[config.mk]
export PLATFORM = sky130hd
export DESIGN_NAME = rv64g_lock_manager_flat
export DESIGN_NICKNAME = d
export VERILOG_FILES = /design/src/rtl/rv64g_pkg.sv /design/src/rtl/rv64g_lock_manager_if.sv /design/src/rtl/rv64g_wb_decoder.sv /design/src/rtl/rv64g_lock_manager.sv /design/src/flat_wrapper.sv
export SDC_FILE = /design/constraint.sdc
export NUM_CORES = 1
export LEC_CHECK = 0
export BUFFER_PORTS_ARGS = -buffer_cell sky130_fd_sc_hd__buf_4
export CORE_MARGIN = 2
export CORE_UTILIZATION = 45
export CTS_BUF_LIST = sky130_fd_sc_hd__clkbuf_4
export DETAILED_ROUTE_END_ITERATION = 10
export PLACE_DENSITY = 0.66
export RECOVER_POWER = 25
export SYNTH_ARGS = -nofsm -noshare
export SYNTH_HDL_FRONTEND = slang
export SYNTH_HIERARCHICAL = 1
export SYNTH_SLANG_ARGS = --single-unit
[constraint.sdc]
create_clock -name clk_i -period 9.6 [get_ports clk_i]
set_input_delay 1.44 -clock clk_i [delete_from_list [all_inputs] [get_ports clk_i]]
set_output_delay 1.44 -clock clk_i [all_outputs]
set_load 0.01 [all_outputs]
[src/rtl/rv64g_pkg.sv]
// rv64g_pkg: shared sizing constants for the rv64g register lock manager
//   NUM_REGS        - architectural registers tracked (x0..x31, f0..f31)
//   NUM_OUTSTANDING - maximum simultaneously locked destinations
//   locks_t         - one bit per tracked register
package rv64g_pkg;
   localparam int NUM_REGS        = 64;
   localparam int NUM_OUTSTANDING = 8;
   typedef logic [NUM_REGS-1:0] locks_t;
endpackage

[src/rtl/rv64g_lock_manager_if.sv]
// rv64g_lock_manager_if: launch/writeback/lock bundle between launcher and lock manager
//   master: drives clear_i, launch_valid_i, launch_rd_i, launch_we_i, wb_valid_i, wb_rd_i
//           and observes launch_ready_o, locks_o, outstanding_o, err_o
//   slave:  the lock manager side, directions mirrored
interface rv64g_lock_manager_if
   import rv64g_pkg::*;
#(
   parameter int NR      = NUM_REGS,
   parameter int MAX_OUT = NUM_OUTSTANDING,
   parameter int NUM_WB  = 2
) ();
   logic                                clear_i;
   logic                                launch_valid_i;
   logic                                launch_ready_o;
   logic [$clog2(NR)-1:0]               launch_rd_i;
   logic                                launch_we_i;
   logic [NUM_WB-1:0]                   wb_valid_i;
   logic [NUM_WB-1:0][$clog2(NR)-1:0]   wb_rd_i;
   logic [NR-1:0]                       locks_o;
   logic [$clog2(MAX_OUT+1)-1:0]        outstanding_o;
   logic                                err_o;
   modport master (
      output clear_i, launch_valid_i, launch_rd_i, launch_we_i, wb_valid_i, wb_rd_i,
      input  launch_ready_o, locks_o, outstanding_o, err_o
   );
   modport slave (
      input  clear_i, launch_valid_i, launch_rd_i, launch_we_i, wb_valid_i, wb_rd_i,
      output launch_ready_o, locks_o, outstanding_o, err_o
   );
endinterface

[src/rtl/rv64g_wb_decoder.sv]
// rv64g_wb_decoder: OR of one-hot decodes of NUM_WB (valid, rd) writeback pairs
//   valid - per-port writeback strobe
//   rd    - per-port writeback register index
//   mask  - NR-bit clear mask; duplicate registers collapse to one bit
module rv64g_wb_decoder #(
   parameter int NR     = 64,
   parameter int NUM_WB = 2
) (
   input  logic [NUM_WB-1:0]                 valid,
   input  logic [NUM_WB-1:0][$clog2(NR)-1:0] rd,
   output logic [NR-1:0]                     mask
);
   always_comb begin
      mask = '0;
      for (int p = 0; p < NUM_WB; p++)
         mask = mask | (valid[p] ? (NR'(1) << rd[p]) : '0);
   end
endmodule

[src/rtl/rv64g_lock_manager.sv]
// rv64g_lock_manager: per-register write-pending scoreboard for the rv64g launcher
//   clk_i - clock, rst_i - synchronous active-high reset
//   bus   - rv64g_lock_manager_if.slave: launch handshake, writeback ports, clear_i flush,
//           locks_o / outstanding_o / sticky err_o
//   Macro RV64G_LOCK_WB_BYPASS_EN: locks_o drops current-cycle writebacks combinationally.
module rv64g_lock_manager
   import rv64g_pkg::*;
#(
   parameter int NR      = NUM_REGS,
   parameter int MAX_OUT = NUM_OUTSTANDING,
   parameter int NUM_WB  = 2
) (
   input logic                 clk_i,
   input logic                 rst_i,
   rv64g_lock_manager_if.slave bus
);
   localparam int CW = $clog2(MAX_OUT+1);
   logic [NR-1:0] locks_q, clr, set, nxt;
   logic [CW-1:0] out_q;
   logic          err_q, acc, lwr, wb_err, ln_err;
   int            cnt;

   rv64g_wb_decoder #(.NR(NR), .NUM_WB(NUM_WB)) u_dec (
      .valid (bus.wb_valid_i),
      .rd    (bus.wb_rd_i),
      .mask  (clr)
   );

   assign bus.launch_ready_o = (out_q < CW'(MAX_OUT)) | ~bus.launch_we_i | ~|bus.launch_rd_i;
   assign acc = bus.launch_valid_i & bus.launch_ready_o;
   assign lwr = acc & bus.launch_we_i & |bus.launch_rd_i;
   assign set = lwr ? (NR'(1) << bus.launch_rd_i) : '0;
   // clear first, then set, so a same-cycle writeback and relaunch leaves the lock held
   assign nxt = ((locks_q & ~clr) | set) & ~NR'(1);
   assign wb_err = |(clr & ~locks_q & ~NR'(1));
   assign ln_err = lwr & locks_q[bus.launch_rd_i] & ~clr[bus.launch_rd_i];

   always_comb begin
      cnt = 0;
      for (int i = 0; i < NR; i++)
         cnt += int'(nxt[i]);
   end

   always_ff @(posedge clk_i) begin
      if (rst_i) begin
         locks_q <= '0;
         out_q   <= '0;
         err_q   <= 1'b0;
      end else if (bus.clear_i) begin
         locks_q <= '0;
         out_q   <= '0;
      end else begin
         locks_q <= nxt;
         out_q   <= CW'(cnt > MAX_OUT ? MAX_OUT : cnt);
         err_q   <= err_q | wb_err | ln_err;
      end
   end

`ifdef RV64G_LOCK_WB_BYPASS_EN
   assign bus.locks_o = locks_q & ~clr;
`else
   assign bus.locks_o = locks_q;
`endif
   assign bus.outstanding_o = out_q;
   assign bus.err_o         = err_q;
endmodule

[src/flat_wrapper.sv]
// flat-port wrapper written by rule: the top's interface ports become plain ports
module rv64g_lock_manager_flat import rv64g_pkg::*;
#(
   parameter int NR      = NUM_REGS,
   parameter int MAX_OUT = NUM_OUTSTANDING,
   parameter int NUM_WB  = 2
)
  (clk_i, rst_i, bus_clear_i, bus_launch_valid_i, bus_launch_rd_i, bus_launch_we_i, bus_wb_valid_i, bus_wb_rd_i, bus_launch_ready_o, bus_locks_o, bus_outstanding_o, bus_err_o);
  rv64g_lock_manager_if #(.NR(NR), .MAX_OUT(MAX_OUT), .NUM_WB(NUM_WB)) bus_i ();
  input logic clk_i;
  input logic rst_i;
  input wire logic [$bits(bus_i.clear_i)-1:0] bus_clear_i;
  input wire logic [$bits(bus_i.launch_valid_i)-1:0] bus_launch_valid_i;
  input wire logic [$bits(bus_i.launch_rd_i)-1:0] bus_launch_rd_i;
  input wire logic [$bits(bus_i.launch_we_i)-1:0] bus_launch_we_i;
  input wire logic [$bits(bus_i.wb_valid_i)-1:0] bus_wb_valid_i;
  input wire logic [$bits(bus_i.wb_rd_i)-1:0] bus_wb_rd_i;
  output wire logic [$bits(bus_i.launch_ready_o)-1:0] bus_launch_ready_o;
  output wire logic [$bits(bus_i.locks_o)-1:0] bus_locks_o;
  output wire logic [$bits(bus_i.outstanding_o)-1:0] bus_outstanding_o;
  output wire logic [$bits(bus_i.err_o)-1:0] bus_err_o;
  assign bus_i.clear_i = bus_clear_i;
  assign bus_i.launch_valid_i = bus_launch_valid_i;
  assign bus_i.launch_rd_i = bus_launch_rd_i;
  assign bus_i.launch_we_i = bus_launch_we_i;
  assign bus_i.wb_valid_i = bus_wb_valid_i;
  assign bus_i.wb_rd_i = bus_wb_rd_i;
  assign bus_launch_ready_o = bus_i.launch_ready_o;
  assign bus_locks_o = bus_i.locks_o;
  assign bus_outstanding_o = bus_i.outstanding_o;
  assign bus_err_o = bus_i.err_o;
  rv64g_lock_manager #(.NR(NR), .MAX_OUT(MAX_OUT), .NUM_WB(NUM_WB)) u_core (.clk_i(clk_i), .rst_i(rst_i), .bus(bus_i));
endmodule
==> impl_metrics.ini <==
[route]
routed_wl_microns = 27900
route.detailed.drc = 0
drt_iter0_markers = 823
vias = 6674
viasPerCell = 6.39
wl_per_cell_microns = 26.7
drt_first_pass_iters = 5
ant_nets = 0

[grt]
grt.overflow.total = 0
grt_usage_pct = 35.8
antenna_found_initial = 1
grt_pass1_wl_microns = 41400
grt_pass1_vias = 6436
grt_max_degree = 68

[critical_path]
rr_startpoint = u_core/bus.outstanding_o[3]
cp-start-kind = primary input
timing.rr.end = u_core/bus.outstanding_o[1]
required_ns = 9.99
crit_top_cell = fa_1
arrival_ns = 9.35
critPathCaptureType = flip-flop
crit_type = in -> reg
critPathTopFamily = adder cells
reg2regPathDepth = 23
worst-r2r-setup-slack_ns = 1.71
worst-path-buf-inv = 5
critical_path.max_fanout = 19
crit_path_top_delay_cell = nor2_1
slowest_delay_ns = 0.61

[layout]
seq_area_sq_um = 1360
final_nets = 948
layout-drive-gt1-share_pct = 13.4
fill_cells = 1467
multi_input_area_sq_um = 4480
area_growth_pct = 12.2
fin_cells = 1045

[job]
cap_viol_max_count = 0

[timing]
finalSetupViolCount = 0
setup_ws_ns = 0.644
tightest_slew_ns = 1.10
timing.slew.headroom_pct = 24.9
tns_ns = 0
final_max_slew_viol_count = 0
fin_worst_skew_ns = 0.00948
hold_viol = 0
fin_crit_ns = 8.96
fmax_mhz = 112
rsz0062_at_grt = false
post-route-period-util_pct = 93.3

[min_path]
hold_depth = 2
hold_path_end = u_core/bus.err_o
hp-class = reg -> reg
min-delay-start = u_core/bus.err_o

[synth]
synth_area_per_cell_sq_um = 8.36
syn-instance-count = 783
syn_nets = 876
yosys_warnings = 6
syn_area_sq_um = 6550

[power]
worst_ir_drop_vdd_v = 0.0000628
p_leak_nw = 3.12
finalPower_mw = 0.597
powerDensity_nw_per_um2 = 81.2

[placed_design]
portBuffers = 93
place_ws_ns = 0.250
gp_congestion = 1.03
dp.cells = 1028
dpl.hpwl_microns = 22800

[cts]
path_clk_slew_ns = 0.12
clk_latency_ns = 0.44
clock_tree.root_cell = clkbuf_4
cts_resized = 0
clk_path_buf_depth = 2
clkSinkCount = 68
cts_buffers = 9
cts_hold_buf = 0
htree_levels = 3
cts_tree = yes
cts_setup_buffers = 0

[floorplan]
die_w_microns = 125
start_util_pct = 45.6
die_height_microns = 125
rows = 44
die_area_sq_um = 15500
core_area_sq_um = 14400
io_pins = 95

[run_status]
status = complete, no violations
==> stage by stage <==
stage / util (%) / cell area, sq um / hold slack [ns]
3_3_place_gp: 51.1 / 7340 / 0.513
3_5_place_dp: 51.1 / 7340 / 0.520
6_report: 51.1 / 7350 / 0.535
5_1_grt: 51.1 / 7350 / 0.574
4_1_cts: 52.0 / 7470 / 0.537
2_1_floorplan: - / 6550 / 0.526
==> sequential cells by signal, summed over array words and instances, names as in the netlist <==
register                  count
u_core/bus.locks_o           63
u_core/bus.outstanding_o      4
u_core/bus.err_o              1
==> worst reg2reg max path: stages, from the launching register on <==
cell      delay, ns
dfxtp_1        0.38
nand4b_1       0.23
nand2b_1       0.24
nor2_1         0.61
a21oi_1        0.25
fa_1           0.57
inv_1          0.05
fa_1           0.48
fa_1           0.60
fa_1           0.55
fa_1           0.53
fa_1           0.52
fa_1           0.51
inv_1          0.05
fa_1           0.48
fa_1           0.42
inv_1          0.09
fa_1           0.41
inv_1          0.08
nand3_1        0.12
nor3_1         0.18
o21ai_0        0.10
a211o_1        0.30
nor2_1         0.09
==> report_power, final <==
group	switching [mW]	leakage, nW	internal, mW	total [mW]
clock	0.115	0.0783	0.0841	0.199
sequential	0.000814	0.548	0.284	0.285
combinational	0.0760	2.49	0.0370	0.113
total	0.192	3.12	0.405	0.597
==> worst max path at each step <==
stage / from / to / cells after the start
after floorplan: bus_wb_rd_i[11] / u_core/bus.outstanding_o[0] / 26
after global placement: bus_launch_rd_i[1] / u_core/bus.outstanding_o[1] / 28
after detailed placement: bus_launch_rd_i[1] / u_core/bus.outstanding_o[0] / 26
after CTS: bus_launch_rd_i[1] / u_core/bus.outstanding_o[0] / 26
after global routing: bus_launch_rd_i[1] / u_core/bus.outstanding_o[0] / 26
final: bus_launch_rd_i[1] / u_core/bus.outstanding_o[1] / 26
==> layout by cell type, fill, tap and decap left out, types with 8 or more instances in the layout <==
cell and n:
ha_1 15, a21o_1 23, nand4b_1 10, o22ai_1 55
mux4_2 8, nand3b_1 9, o32ai_1 28, nand2_1 30
nand2b_1 10, a21oi_1 37, buf_4 72, nor2_1 66
clkbuf_1 34, fa_1 53, nor3_1 10, nand3_1 12
clkbuf_4 11, nand4bb_1 8, nor2b_1 73, dfxtp_1 68
inv_1 123
==> layer usage <==
layer / wire (microns) / global-route usage, % / up-vias
li1: - / - / 2891
met1: 11500 / 48.4 / 3206
met2: 12200 / 54.7 / 479
met3: 2710 / 8.46 / 98
met4: 1490 / 16.0 / 0
met5: 0 / 0 / -
==> final cells by class <==
cell class                 count  share of cell area (%)
antenna                        1                  0.0341
clock buffer                  11                    1.12
clock inverter                 5                   0.715
inverter                     125                    6.42
multi-input combinational    545                    60.9
sequential                    68                    18.5
tap                          184                    3.13
timing repair buffer         106                    9.10
Note: power is estimated with default switching activity, not from simulation.
